<file path="src/rtl/alu_bus_pkg.sv">
// Shared types for the ALU bus master: op encoding, FSM states and the queued command word.
package alu_bus_pkg;

    localparam int ADDR_W = 16;
    localparam int DATA_W = 32;

    typedef enum logic [1:0] {
        OP_WRITE    = 2'b00,
        OP_READ     = 2'b01,
        OP_WAIT_IRQ = 2'b10,
        OP_RSVD     = 2'b11
    } op_e;

    typedef enum logic [1:0] {
        ST_IDLE,
        ST_BUS,
        ST_CAPTURE,
        ST_WAIT
    } state_e;

    typedef struct packed {
        op_e               op;
        logic [ADDR_W-1:0] addr;
        logic [DATA_W-1:0] wdata;
    } cmd_t;

    // The reserved encoding is executed exactly like WAIT_IRQ.
    function automatic op_e norm_op(input op_e op);
        return (op == OP_RSVD) ? OP_WAIT_IRQ : op;
    endfunction

endpackage

</file>
<file path="src/rtl/alu_cmd_fifo.sv">
// Synchronous command FIFO, DEPTH entries (power of two), simultaneous push and pop allowed.
module alu_cmd_fifo
    import alu_bus_pkg::*;
#(
    parameter int DEPTH = 8
) (
    input  logic clk,
    input  logic reset,
    input  logic push,
    input  cmd_t wr_data,
    input  logic pop,
    output cmd_t rd_data,
    output logic full,
    output logic empty
);

    localparam int PTR_W = $clog2(DEPTH);

    cmd_t             mem_q [DEPTH];
    logic [PTR_W-1:0] wr_ptr_q;
    logic [PTR_W-1:0] rd_ptr_q;
    logic [PTR_W:0]   count_q;
    logic             push_en;
    logic             pop_en;

    assign full    = (count_q == (PTR_W+1)'(DEPTH));
    assign empty   = (count_q == '0);
    assign push_en = push && !full;
    assign pop_en  = pop && !empty;
    // Head is visible combinationally so the controller can pop and act in one edge.
    assign rd_data = mem_q[rd_ptr_q];

    always_ff @(posedge clk) begin
        if (push_en) begin
            mem_q[wr_ptr_q] <= wr_data;
        end
    end

    always_ff @(posedge clk or posedge reset) begin
        if (reset) begin
            wr_ptr_q <= '0;
            rd_ptr_q <= '0;
            count_q  <= '0;
        end else begin
            if (push_en) begin
                wr_ptr_q <= wr_ptr_q + 1'b1;
            end
            if (pop_en) begin
                rd_ptr_q <= rd_ptr_q + 1'b1;
            end
            case ({push_en, pop_en})
                2'b10:   count_q <= count_q + 1'b1;
                2'b01:   count_q <= count_q - 1'b1;
                default: count_q <= count_q;
            endcase
        end
    end

endmodule

</file>
<file path="src/rtl/alu_bus_master.sv">
// Replays queued host commands as single-cycle m_sel transactions on the ALU slave bus.
// Optional WAIT timeout is compiled in with `define ALU_BUS_MASTER_TIMEOUT_EN.
module alu_bus_master
    import alu_bus_pkg::*;
#(
    parameter int DEPTH       = 8,
    parameter int TIMEOUT_CYC = 1024
) (
    input  logic              clk,
    input  logic              reset,
    input  logic              cmd_valid,
    output logic              cmd_ready,
    input  logic [1:0]        cmd_op,
    input  logic [ADDR_W-1:0] cmd_addr,
    input  logic [DATA_W-1:0] cmd_wdata,
    output logic              rsp_valid,
    output logic [DATA_W-1:0] rsp_data,
    output logic              rsp_err,
    output logic              busy,
    output logic              m_sel,
    output logic              m_wr,
    output logic [ADDR_W-1:0] m_addr,
    output logic [DATA_W-1:0] m_dout,
    input  logic [DATA_W-1:0] m_din,
    input  logic              m_interrupt
);

    state_e            state_q, state_d;
    cmd_t              cmd_q, cmd_d;
    logic              sel_q, sel_d;
    logic              wr_q, wr_d;
    logic              rsp_valid_q, rsp_valid_d;
    logic [DATA_W-1:0] rsp_data_q, rsp_data_d;
    logic              rsp_err_q, rsp_err_d;

    cmd_t fifo_in;
    cmd_t fifo_head;
    logic fifo_full;
    logic fifo_empty;
    logic fifo_pop;

    assign fifo_in = {op_e'(cmd_op), cmd_addr, cmd_wdata};

    alu_cmd_fifo #(
        .DEPTH(DEPTH)
    ) u_fifo (
        .clk    (clk),
        .reset  (reset),
        .push   (cmd_valid && !fifo_full),
        .wr_data(fifo_in),
        .pop    (fifo_pop),
        .rd_data(fifo_head),
        .full   (fifo_full),
        .empty  (fifo_empty)
    );

`ifdef ALU_BUS_MASTER_TIMEOUT_EN
    localparam int TMR_W = $clog2(TIMEOUT_CYC + 1);
    logic [TMR_W-1:0] tmr_q, tmr_d;

    always_ff @(posedge clk or posedge reset) begin
        if (reset) begin
            tmr_q <= '0;
        end else begin
            tmr_q <= tmr_d;
        end
    end
`else
    logic unused_timeout_cfg;
    assign unused_timeout_cfg = (TIMEOUT_CYC != 0);
`endif

    always_comb begin
        state_d     = state_q;
        cmd_d       = cmd_q;
        sel_d       = 1'b0;
        wr_d        = 1'b0;
        rsp_valid_d = 1'b0;
        rsp_data_d  = '0;
        rsp_err_d   = 1'b0;
        fifo_pop    = 1'b0;
`ifdef ALU_BUS_MASTER_TIMEOUT_EN
        tmr_d       = tmr_q;
`endif
        case (state_q)
            ST_IDLE: begin
                if (!fifo_empty) begin
                    fifo_pop = 1'b1;
                    if (norm_op(fifo_head.op) == OP_WAIT_IRQ) begin
                        // Keep the last bus address/data on the pins; only the op changes.
                        cmd_d.op = OP_WAIT_IRQ;
                        state_d  = ST_WAIT;
`ifdef ALU_BUS_MASTER_TIMEOUT_EN
                        tmr_d    = '0;
`endif
                    end else begin
                        cmd_d   = fifo_head;
                        state_d = ST_BUS;
                        sel_d   = 1'b1;
                        wr_d    = (fifo_head.op == OP_WRITE);
                    end
                end
            end
            ST_BUS: begin
                state_d = (cmd_q.op == OP_READ) ? ST_CAPTURE : ST_IDLE;
            end
            ST_CAPTURE: begin
                rsp_valid_d = 1'b1;
                rsp_data_d  = m_din;
                state_d     = ST_IDLE;
            end
            ST_WAIT: begin
                if (m_interrupt) begin
                    rsp_valid_d = 1'b1;
                    state_d     = ST_IDLE;
                end
`ifdef ALU_BUS_MASTER_TIMEOUT_EN
                else if (tmr_q == TMR_W'(TIMEOUT_CYC - 1)) begin
                    rsp_valid_d = 1'b1;
                    rsp_err_d   = 1'b1;
                    state_d     = ST_IDLE;
                end else begin
                    tmr_d = tmr_q + 1'b1;
                end
`endif
            end
            default: begin
                state_d = ST_IDLE;
            end
        endcase
    end

    always_ff @(posedge clk or posedge reset) begin
        if (reset) begin
            state_q     <= ST_IDLE;
            cmd_q       <= '0;
            sel_q       <= 1'b0;
            wr_q        <= 1'b0;
            rsp_valid_q <= 1'b0;
            rsp_data_q  <= '0;
            rsp_err_q   <= 1'b0;
        end else begin
            state_q     <= state_d;
            cmd_q       <= cmd_d;
            sel_q       <= sel_d;
            wr_q        <= wr_d;
            rsp_valid_q <= rsp_valid_d;
            rsp_data_q  <= rsp_data_d;
            rsp_err_q   <= rsp_err_d;
        end
    end

    assign cmd_ready = !fifo_full;
    assign busy      = !fifo_empty || (state_q != ST_IDLE);
    assign m_sel     = sel_q;
    assign m_wr      = wr_q;
    assign m_addr    = cmd_q.addr;
    assign m_dout    = cmd_q.wdata;
    assign rsp_valid = rsp_valid_q;
    assign rsp_data  = rsp_data_q;
    assign rsp_err   = rsp_err_q;

endmodule

</file>
<file path="config.mk">
export PLATFORM = sky130hd
export DESIGN_NAME = alu_bus_master
export DESIGN_NICKNAME = d
export VERILOG_FILES = /design/src/rtl/alu_bus_pkg.sv /design/src/rtl/alu_cmd_fifo.sv /design/src/rtl/alu_bus_master.sv
export SDC_FILE = /design/constraint.sdc
export NUM_CORES = 1
export LEC_CHECK = 0
export ABC_CLOCK_PERIOD_IN_PS = 4900
export BUFFER_PORTS_ARGS = -buffer_cell sky130_fd_sc_hd__buf_2
export CAP_MARGIN = 20
export CORE_MARGIN = 2
export CORE_UTILIZATION = 53
export CTS_CLUSTER_DIAMETER = 120
export CTS_CLUSTER_SIZE = 20
export DETAILED_ROUTE_END_ITERATION = 8
export GPL_ROUTABILITY_DRIVEN = 0
export GPL_TIMING_DRIVEN = 0
export PLACE_DENSITY = 0.75
export SLEW_MARGIN = 20
export SYNTH_ARGS = -nofsm -noshare
export SYNTH_HDL_FRONTEND = slang
export SYNTH_SLANG_ARGS = --single-unit
</file>
<file path="constraint.sdc">
create_clock -name clk -period 4.9 [get_ports clk]
set_clock_uncertainty 0.1 [all_clocks]
set_input_delay 0 -clock clk [delete_from_list [all_inputs] [get_ports clk]]
set_output_delay 0 -clock clk [all_outputs]
set_load 0.01 [all_outputs]
</file>
==> results.yml, run 1 <==
min_path:
  min-delay-start: "m_din[17]"
  hold_path_end: "rsp_data[17]"
  hold_class: "in -> reg"
  hold_depth: 3
cts:
  cts_buffer_depth: 3
  cts_buffers: 28
  cts.sinks: 497
  htreeDepth: 1
  cts_tree: "built"
  clk_pin_slew_ns: 0.08
  clk_latency_ns: 0.56
  ctsResizeCount: 0
  clock-root-buffer: "clkbuf_16"
synth:
  yosys_most_used_dff: "edfxtp_1"
  yosysWarnings: 0
  syn_area_sq_um: 19300
  syn_inst: 886
  ys_seq_area_share_pct: 74.9
  synth_nets: 977
  async_reset_ff_share_pct: 19.5
  synth_seq_cells: 497
  synth_edf_count: 400
  synth.distinct_cells: 41
  syn_area_per_cell_sq_um: 21.8
setup_path:
  r2r-start: "u_fifo.count_q[1]"
  arrival_ns: 3.08
  cp-start-kind: "register"
  reg2reg_to: "u_fifo.mem_q[0][9]"
  crit_cells: 7
  worst-path-buf-inv: 3
  end_kind: "register"
  critPathSlowestCell: "nor3_4"
  worstPathRequired_ns: 5.07
  reg2reg_depth: 7
  crit_chain: "clkbuf_1 -> or4b_2 -> nand2_1 -> or2_2 -> nor3_4 -> buf_8 -> buf_16"
  ff2ff_setup_slack_ns: 1.99
  critPathMaxFanout: 12
  slowest_delay_ns: 0.68
  critPathKind: "reg -> reg"
  crit_family: "simple AND/OR/NAND/NOR gates"
place:
  dp_hpwl_mm: 23.4
  placed_area_sq_um: 21200
  port-buffer-count: 170
  place_ws_ns: 1.95
  dpl.cell_count: 1538
power:
  power_density_nw_per_um2: 549
  p_sw_uw: 3620
  peakVddDrop_mv: 0.317
  p_clk_share_pct: 18.8
  swShare_pct: 28.8
  p_leak_uw: 0.00839
  comb_power_share_pct: 35.8
  internal_power_uw: 8930
  seqPwrFrac_pct: 45.4
run:
  maxCapViolCount: 0
global_routing:
  grt-ovfl-total: 0
  first_global_vias: 9433
  grt_pass1_wl_mm: 55.9
  grt_max_degree: 66
  antenna_found_initial: 2
  grt.total_usage_pct: 19.4
cells_and_area:
  syn_to_final_growth_pct: 18.6
  instances_no_fill: 1675
  final_common_cell: "edfxtp_1"
  mostFrequentLayoutCells: "400 x edfxtp_1, 175 x buf_2, 97 x dfrtp_1"
  final_area_sq_um: 22900
  drive_gt1_share_pct: 37.8
  fillCellCount: 2375
  layout.nets: 1284
timing:
  fin_crit_ns: 2.91
  min_period_over_period_pct: 59.4
  slew_headroom_pct: 43.1
  tightestPinTransition_ns: 0.851
  setup_violations: 0
  rsz0062_at_grt: "no"
  fin_hold_ws_ns: 0.0720
  fin_ws_ns: 1.99
  slew_viol_final: 0
  fmax_ghz: 0.343
  hold_violations: 0
route:
  routed_wl_mm: 36.8
  vias: 9240
  drc: 0
  dr.first_iter.drc_count: 640
  first_pass_iters: 5
  postRouteAntennaNets: 0
  wl_per_cell_um: 22.0
  vias_per_cell: 5.52
die:
  die-area_sq_um: 37900
  io_pins: 172
  die_w_um: 195
  initial_core_util_pct: 54.1
  die_y_um: 195
  rows: 69
  core-area_sq_um: 35700
status:
  status: "finished clean"
## through the flow
| stage | TNS [ns] | power (uW) | util, % |
|---|---|---|---|
| after global routing | 0 | 13200 | 64.1 |
| after floorplan | 0 | 8880 | - |
| after CTS | 0 | 12700 | 64.1 |
| after detailed placement | 0 | 10300 | 59.4 |
| final | 0 | 12600 | 64.1 |
| after global placement | -375.12 | 10100 | 58.1 |
## cells by family after synthesis
family / after synthesis / share of synthesized area, %
DFF: 497 / 74.9
muxes: 202 / 18.6
buffers and inverters: 90 / 3.27
and+or+nand+nor: 72 / 2.12
AOI/OAI and AO/OA: 11 / 0.416
xor gates and xnor gates: 8 / 0.364
adders and majority gates: 5 / 0.325
other: 1 / 0.0195
## area by class of cell
type,count,area [sq um],share of cell area [%]
flip-flops and latches,497,14400,63.2
multi-input cells,299,4270,18.7
repair buffers,277,2130,9.33
clock buffers,49,801,3.50
plain buffers,87,619,2.71
well taps,461,577,2.52
inverters,3,16.3,0.0711
clock inverters,1,5.00,0.0219
diodes,1,2.50,0.0109
## layer usage
metal | GRT usage, % | up-vias | wire (um)
met2 | 32.2 | 246 | 18000
met1 | 28.2 | 4843 | 16400
li1 | - | 4113 | -
met4 | 3.08 | 2 | 511
met3 | 3.00 | 36 | 1850
met5 | 0 | - | 13
## how the worst max path moves through the flow
stage	startpoint	endpoint	slack (ns)
after floorplan	u_fifo.count_q[1]	u_fifo.mem_q[4][0]	1.02
after global placement	u_fifo.count_q[1]	u_fifo.mem_q[4][4]	-1.22
after detailed placement	u_fifo.count_q[1]	u_fifo.mem_q[0][4]	1.95
after CTS	u_fifo.count_q[1]	u_fifo.mem_q[0][20]	1.93
after global routing	u_fifo.count_q[1]	u_fifo.mem_q[0][20]	1.82
final	u_fifo.count_q[1]	u_fifo.mem_q[0][9]	1.99
## sequential cells by signal, summed over array words and instances, names as in the netlist, 2 cells and up
name / cells
u_fifo.wr_ptr_q: 3
state_q: 2
rsp_data: 32
m_addr: 16
u_fifo.count_q: 4
cmd_q: 2
u_fifo.mem_q: 400
u_fifo.rd_ptr_q: 3
m_dout: 32
## Yosys cell counts, types with 2 or more instances
master    number  share of area (%)
nand3_1        3              0.078
nor2b_1        3              0.097
mux2i_1        5               0.26
mux2_4        14                1.1
xor2_1         4               0.18
buf_6         10               0.58
nor3_1         2              0.052
buf_2          5               0.13
edfxtp_1     400                 62
dfrtp_1       97                 13
inv_1          3              0.058
nand3b_1       2              0.078
and2_1        33                1.1
buf_4         52                2.0
nand2b_1       3              0.097
mux2_2        85                5.0
a21oi_1        2              0.052
ha_1           5               0.32
clkbuf_1      14               0.27
mux4_2        57                6.7
mux4_1        41                5.6
xnor2_1        4               0.18
nand2_1       10               0.19
nor2_1         9               0.18
nor3b_1        2              0.078
o21ai_0        2              0.052
buf_1          5              0.097
## power groups by stage
| stage | Sequential (uW) | Clock, uW | Combinational [uW] |
|---|---|---|---|
| after CTS | 5700 | 2420 | 4570 |
| final | 5700 | 2360 | 4490 |
| after global routing | 5780 | 2570 | 4820 |
| after floorplan | 5760 | 0 | 3120 |
| after global placement | 5830 | 0 | 4230 |
| after detailed placement | 5800 | 0 | 4500 |
## timing repair
| action | in CTS | in global routing |
|---|---|---|
| hold buffers | 86 | 0 |
| buffers inserted | 0 | 0 |
| endpoints found under the hold margin | 536 | 0 |
## worst min-delay path: stages
cell and delay, ns:
dlygate4sd3_1 0.51, buf_2 0.09, and2_1 0.10
(Power assumes the default switching activity.)
==> run 2: changes to the inputs <==
ABC_CLOCK_PERIOD_IN_PS = 2520   (was 4900)
clock period = 2.52 ns   (was 4.9 ns; I/O delays follow)
==> results.yml, run 2 (same netlist as run 1, synthesis figures left out) <==
global_routing:
  grt.total_usage_pct: 20.5
  antenna_found_initial: 0
  first_global_vias: 9896
  grt_pass1_wl_mm: 58.7
  grt_max_degree: 26
  grt-ovfl-total: 0
cells_and_area:
  top_register: "u_fifo.mem_q"
  drive_gt1_share_pct: 39.6
  syn_to_final_growth_pct: 20.5
  final_common_cell: "edfxtp_1"
  mostFrequentLayoutCells: "400 x edfxtp_1, 175 x buf_2, 97 x dfrtp_1"
  antenna_cells: 0
  largest_reg_flops: 400
  layout.nets: 1299
route:
  wl_per_cell_um: 22.6
  vias_per_cell: 5.54
  routed_wl_mm: 38.2
  postRouteAntennaNets: 0
  vias: 9363
  first_pass_iters: 6
  drc: 0
  dr.first_iter.drc_count: 656
setup_path:
  reg2reg_to: "u_fifo.mem_q[2][4]"
  r2r-start: "u_fifo.count_q[0]"
  critPathMaxFanout: 18
  reg2reg_depth: 6
  arrival_ns: 2.60
  worstPathRequired_ns: 2.68
  cp-start-kind: "register"
  critPathKind: "reg -> reg"
  ff2ff_setup_slack_ns: 0.08
  end_kind: "register"
die:
  die_y_um: 195
  initial_core_util_pct: 54.1
  io_pins: 172
  die-area_sq_um: 37900
  die_w_um: 195
  rows: 69
  core-area_sq_um: 35700
place:
  place_ws_ns: -0.196
  dp_hpwl_mm: 24.1
  port-buffer-count: 170
timing:
  hold_violations: 0
  slew_viol_final: 0
  fin_crit_ns: 2.44
  tightestPinTransition_ns: 0.850
  setup_violations: 0
  fmax_ghz: 0.410
  slew_headroom_pct: 43.3
  min_period_over_period_pct: 96.7
  fin_hold_ws_ns: 0.0822
  rsz0062_at_grt: "yes"
  final.setup.tns_ns: 0
  fin_ws_ns: 0.0836
cts:
  cts.sinks: 497
  clk_latency_ns: 0.55
  clock-root-buffer: "clkbuf_16"
  cts_buffer_depth: 3
  clk_pin_slew_ns: 0.09
  htreeDepth: 1
  cts_tree: "built"
  cts_buffers: 28
status:
  status: "finished clean"
min_path:
  min-delay-start: "m_din[13]"
  hold_depth: 3
  hold_class: "in -> reg"
  hold_path_end: "rsp_data[13]"
power:
  p_leak_uw: 0.00857
  power_density_nw_per_um2: 1070
  peakVddDrop_mv: 0.597
run:
  maxCapViolCount: 0
## run 2: cell types whose count changed in the layout (fill, tap and decap cells not counted), sizes merged
cell | previous run | this run
buf | 264 | 277
inv | 3 | 2
diode | 1 | 0
clkinvlp | 0 | 1
clkbuf | 63 | 67
## run 2: metrics by stage
stage	power, uW	utilization (%)	instance area (sq um)	instances
finish	24800	65.1	23200	1691
global route	25900	65.1	23200	1691
CTS	24900	64.9	23100	1684
detailed placement	20200	60.1	21400	1546
global placement	19600	58.3	20800	1517
floorplan	17300	-	19300	886
## run 2: final cells by class
| cell class | instances | area, sq um |
|---|---|---|
| Fill cell | 2341 | 12400 |
| Multi-Input combinational cell | 299 | 4330 |
| Clock inverter | 1 | 5.00 |
| Clock buffer | 51 | 808 |
| Buffer | 86 | 642 |
| Inverter | 3 | 15.0 |
| Tap cell | 461 | 577 |
| Timing Repair Buffer | 293 | 2400 |
| Sequential cell | 497 | 14400 |
## run 2: metal layers
layer  wire length [um]  global-route usage [%]  part of all wire (%)  vias up
met4                463                    3.33                   1.2        0
met3               1760                    2.52                   4.6       30
met2              19200                    34.6                    50      255
met1              16800                    29.7                    44     4935
met5                  0                       0                     0        -
li1                   -                       -                     -     4143
## run 2: power by group
part | internal (uW) | switching (uW)
registers | 10500 | 587
clock network | 2170 | 2430
logic | 4890 | 4160
total | 17600 | 7180
## run 2: critical path, cell delays in order, from the launching register on
cell and delay (ns):
dfrtp_1 0.52, or4b_4 0.24, nand2_4 0.08, or2_4 0.32, nor2_4 0.41, buf_12 0.26, buf_16 0.19
## run 2: repair_timing
item,4_1_cts,5_1_grt
buffers inserted,1,7
hold buffers,86,0
resized for setup,12,7
endpoints found under the hold margin,520,0
pin swaps,1,2
endpoints found under the setup margin,88,57
## run 2: worst max path at each step
stage	slack (ns)	to	start	depth (start not counted)
after floorplan	-0.28	u_fifo.mem_q[2][0]	u_fifo.count_q[3]	4
after global placement	-1.76	u_fifo.mem_q[2][4]	u_fifo.count_q[0]	4
after detailed placement	-0.20	u_fifo.count_q[2]	u_fifo.count_q[1]	11
after CTS	0.02	m_dout[28]	u_fifo.rd_ptr_q[0]	7
after global routing	-0.05	u_fifo.count_q[2]	u_fifo.count_q[1]	11
final	0.08	u_fifo.mem_q[2][4]	u_fifo.count_q[0]	6
